`src/rtl/nios_base_cpu_oci_dct_packer.sv`:
```
// DCT trace packer: shifts 2-bit trace codes into a 15-entry accumulator and
// hands full or flushed frames to a holding register drained by valid/ready.
module nios_base_cpu_oci_dct_packer #(
  parameter int unsigned IDLE_FLUSH = 0
) (
  input  logic        clk,
  input  logic        reset,
  input  logic        trc_on,
  input  logic [1:0]  dct_code,
  input  logic        dct_code_valid,
  input  logic        flush,
  input  logic        frame_ready,
  output logic        frame_valid,
  output logic [29:0] frame_data,
  output logic [3:0]  frame_count,
  output logic [29:0] dct_buffer,
  output logic [3:0]  dct_count,
  output logic        dct_overflow,
  output logic [7:0]  drop_count
);

  localparam logic [3:0] FULL     = 4'd15;
  localparam logic [8:0] IDLE_LIM = 9'(IDLE_FLUSH);

  logic [29:0] buf_q, buf_d;
  logic [3:0]  cnt_q, cnt_d;
  logic        fv_q, fv_d;
  logic [29:0] fdata_q, fdata_d;
  logic [3:0]  fcnt_q, fcnt_d;
  logic        ovf_q, ovf_d;
  logic [7:0]  drops_q, drops_d;
  logic        fpend_q, fpend_d;
  logic [7:0]  idle_q, idle_d;

  logic        accept, drop, hold_free, flush_req, xfer, idle_hit;
  logic [29:0] eff_buf;
  logic [3:0]  eff_cnt;

  // "Effective" accumulator: this cycle's accepted code is packed before any
  // transfer decision, so a full frame or a coincident flush leaves same edge.
  always_comb begin
    accept    = trc_on && dct_code_valid && (cnt_q != FULL);
    drop      = trc_on && dct_code_valid && (cnt_q == FULL);
    eff_buf   = accept ? {buf_q[27:0], dct_code} : buf_q;
    eff_cnt   = cnt_q + {3'b000, accept};
    hold_free = !fv_q || frame_ready;
    flush_req = fpend_q || flush;
    xfer      = hold_free && ((eff_cnt == FULL) || (flush_req && (eff_cnt != 4'd0)));
    idle_hit  = (IDLE_FLUSH != 0) && !accept && !xfer && (cnt_q != 4'd0) &&
                (({1'b0, idle_q} + 9'd1) == IDLE_LIM);
  end

  always_comb begin
    buf_d   = eff_buf;
    cnt_d   = eff_cnt;
    fv_d    = fv_q;
    fdata_d = fdata_q;
    fcnt_d  = fcnt_q;
    ovf_d   = drop;
    drops_d = drops_q;
    fpend_d = fpend_q;
    idle_d  = idle_q;

    if (drop && (drops_q != 8'hff))
      drops_d = drops_q + 8'd1;

    if (xfer) begin
      fv_d    = 1'b1;
      fdata_d = eff_buf;
      fcnt_d  = eff_cnt;
      buf_d   = '0;
      cnt_d   = '0;
    end else if (fv_q && frame_ready) begin
      fv_d = 1'b0;
    end

    // A flush that cannot complete now (holding busy) is remembered.
    if (xfer)
      fpend_d = 1'b0;
    else if ((flush && (eff_cnt != 4'd0)) || idle_hit)
      fpend_d = 1'b1;

    // Idle timer saturates at the limit; the pending flag carries the flush.
    if (accept || xfer)
      idle_d = '0;
    else if ((IDLE_FLUSH != 0) && (cnt_q != 4'd0) && ({1'b0, idle_q} < IDLE_LIM))
      idle_d = idle_q + 8'd1;
  end

  always_ff @(posedge clk) begin
    if (reset) begin
      buf_q   <= '0;
      cnt_q   <= '0;
      fv_q    <= 1'b0;
      fdata_q <= '0;
      fcnt_q  <= '0;
      ovf_q   <= 1'b0;
      drops_q <= '0;
      fpend_q <= 1'b0;
      idle_q  <= '0;
    end else begin
      buf_q   <= buf_d;
      cnt_q   <= cnt_d;
      fv_q    <= fv_d;
      fdata_q <= fdata_d;
      fcnt_q  <= fcnt_d;
      ovf_q   <= ovf_d;
      drops_q <= drops_d;
      fpend_q <= fpend_d;
      idle_q  <= idle_d;
    end
  end

  assign frame_valid  = fv_q;
  assign frame_data   = fdata_q;
  assign frame_count  = fcnt_q;
  assign dct_buffer   = buf_q;
  assign dct_count    = cnt_q;
  assign dct_overflow = ovf_q;
  assign drop_count   = drops_q;

endmodule
```
`config.mk`:
```
export PLATFORM = sky130hd
export DESIGN_NAME = nios_base_cpu_oci_dct_packer
export DESIGN_NICKNAME = d
export VERILOG_FILES = /design/src/rtl/nios_base_cpu_oci_dct_packer.sv
export SDC_FILE = /design/constraint.sdc
export NUM_CORES = 1
export LEC_CHECK = 0
export BUFFER_PORTS_ARGS = -buffer_cell sky130_fd_sc_hd__buf_4
export CORE_MARGIN = 2
export CORE_UTILIZATION = 44
export DETAILED_ROUTE_END_ITERATION = 8
export PLACE_DENSITY = 0.71
export SETUP_SLACK_MARGIN = 0.3
export SKIP_CTS_REPAIR_TIMING = 1
export SLEW_MARGIN = 20
export SYNTH_ARGS = -nofsm -noshare
export SYNTH_HDL_FRONTEND = slang
export SYNTH_SLANG_ARGS = --single-unit
```
`constraint.sdc`:
```
create_clock -name clk -period 3.4 [get_ports clk]
set_input_delay 0.68 -clock clk [delete_from_list [all_inputs] [get_ports clk]]
set_output_delay 0.68 -clock clk [all_outputs]
set_load 0.01 [all_outputs]
```
==> run summary <==
CTS buffer count = 9
Layout Cell Area excl Fill = 0.00448 mm^2
Area contributors post-synth = dfxtp_1 (44%), mux2_4 (12%), a211oi_1 (6.5%), nor2b_1 (5.4%), a21oi_1 (5.0%)
Total GRT Usage = 0.199
N_diodes = 0
Async S/R FF share, synth = 0
Outcome = complete, no violations
Drt wl/cell = 15.5 um
Critical path's slowest cell = dfxtp_1
Die X = 94.2 um
YS warnings = 0
Vias in the first global route = 2819
CP Capture Type = flop
Syn Area/Cell = 9.61 um^2
Area delta synth->final = 25.0%
Layout cells sized above 1 = 0.324
Synth cell types = 40
WS Path Type = reg -> reg
Cells after synthesis = 373
First-pass GRT wire length = 14000 um
Die Area = 0.00888 mm^2
Chip Height = 94.2 um
Total gr overflow = 0
Pre-Repair DR Iteration Count = 4
Synth Flop Type = dfxtp_1
Drt drc = 0
CP Buf/Inv Count = 1
Largest delay share family, worst path = simple AND/OR/NAND/NOR gates
Synth Cell Area = 0.00358 mm^2
Worst-path fanout max = 31
CP startpoint kind = flop
IO Port Bufs = 85
CP peak stage delay = 480 ps
Most frequent CP cell = ha_1
Fin. Hold Viols = 0
Most frequent cell after synthesis = dfxtp_1
Critical path cell sequence = and4_1, nor2_1, ha_1, ha_1, xor2_1, or3_1, o211ai_4, buf_12, mux2_2
Max-slew headroom = 0.682
TritonCTS clock tree = built
Max Cap Viol = 0
Post-DR vias/cell = 5.51
Gp weighted congestion = 0.808
Vias = 3041
Type of the worst min-delay path = reg -> reg
Placed Area = 0.00427 mm^2
Flops & latches, synth = 79
Crit path required time = 3640 ps
List of most frequent post-synthesis cells = dfxtp_1 (79), a21oi_1 (36), nand3_1 (32)
Worst-margin pin slew = 476 ps
Post-synthesis net count = 384
Unrepaired setup endpoints after global routing = no
Worst skew pair latency = 360 ps
I/O pins = 86
Fin crit share = 0.820
Post-route minimum period = 2790 ps
Largest net degree at the start of global routing = 47
Core box area = 0.00781 mm^2
Std-Cell Rows = 32
Detailed Route WL = 8580 um
Final net count = 456
Fin Setup TNS = 0 ps
Yosys top cell by area = dfxtp_1
Maximum vdd drop = 280 uV
Top cell type's share of synthesized area = 0.441
Crit path DAT = 3030 ps
Peak Freq = 359 MHz
Initial antenna violation count = 0
Hpwl dp = 5710 um
Number of synthesized flops with an enable pin = 0
Final setup vio count = 0
ANT nets after route = 0
CTS sink cnt = 79
Sequential-to-total area share from yosys stat = 0.441
Fill count = 715
P per Cell Area = 408 mW/mm^2
CTS root buf = clkbuf_8
CTS H-tree depth = 3
Clock Skew = 9.82 ps
Leakage = 1.84 nW
1st-iter DRT viols = 180
Clock tree buffer depth = 2
Initial Util = 0.459
Clock slew at reported path FFs = 80 ps
Fin. max-slew vios = 0
-- layout make-up --
class,instances,area (um^2),share of cell area
Clock inverter,6,67.6,0.0151
Multi-Input combinational cell,254,1820,0.405
Sequential cell,79,1580,0.353
Clock buffer,10,138,0.0307
Inverter,6,22.5,0.00503
Tap cell,102,128,0.0285
Timing Repair Buffer,95,726,0.162
-- worst min-delay path, delay by kind of cell (launching register included) --
kind	cells	cell delay [ps]
DFF	1	320
muxes	1	60
and+or+nand+nor	1	50
-- stage by stage --
stage                     setup slack, ps  power (W)   util  std cells  hold slack [ps]
final                                 611    0.00183  0.574        552              475
after CTS                             619    0.00184  0.574        552              480
after global placement                482    0.00113  0.547        536              452
after detailed placement              410    0.00113  0.547        536              457
after global routing                  453    0.00190  0.574        552              499
after floorplan                       503    0.00109      -        373              433
-- cell usage in the layout (no fill, tap or decap), types with 2 or more instances in the layout --
cell	instances
o211a_1	2
mux2_2	2
o41ai_1	3
nand2_1	10
or4_1	2
nand4_1	4
clkinvlp_4	2
a21oi_1	36
and3_1	3
mux2i_1	2
o21ai_1	5
clkbuf_8	10
nor3_1	4
nor2b_1	31
nor2_1	6
nand3_1	32
buf_4	94
o311ai_0	2
or3_1	3
inv_1	6
mux2_4	28
o21ai_0	31
ha_1	3
a211oi_1	31
dfxtp_1	79
-- kinds of logic after synthesis --
family / share of synthesized area
flip-flops: 0.441
buffers and inverters: 0.0520
adder cells (fa/ha/maj): 0.0105
multiplexers: 0.132
XOR/XNOR: 0.00489
AND/OR/NAND/NOR: 0.156
AO/OA/AOI/OAI: 0.203
-- flip-flops by register name (all words and copies together), names as in the netlist --
register,flops
dct_count,4
frame_count,4
frame_data,30
dct_overflow,1
drop_count,8
frame_valid,1
dct_buffer,30
fpend_q,1
-- power breakdown --
part           switching [W]  leakage (nW)  internal (W)
clock               0.000356        0.0989      0.000361
sequential        0.00000659         0.637      0.000933
combinational       0.000105          1.10     0.0000640
total               0.000468          1.84       0.00136
-- worst paths after layout --
kind	start	to	slack (ps)	cells after the start
setup / recovery	dct_count[2]$_SDFF_PP0_	frame_data[27]$_SDFFE_PP0P_	610	9
hold / removal	frame_count[1]$_SDFFE_PP0P_	frame_count[1]$_SDFFE_PP0P_	480	2
setup reg to reg	dct_count[2]$_SDFF_PP0_	frame_data[27]$_SDFFE_PP0P_	610	9
hold reg to reg	frame_count[1]$_SDFFE_PP0P_	frame_count[1]$_SDFFE_PP0P_	480	2
-- layer usage --
layer / vias up / GRT usage / wire length (um)
met5: - / 0 / 0
met4: 0 / 0.0495 / 96
met3: 8 / 0.0610 / 470
met2: 80 / 0.298 / 4000
met1: 1446 / 0.278 / 4010
li1: 1507 / - / -
Note: power is estimated with default switching activity, not from simulation.
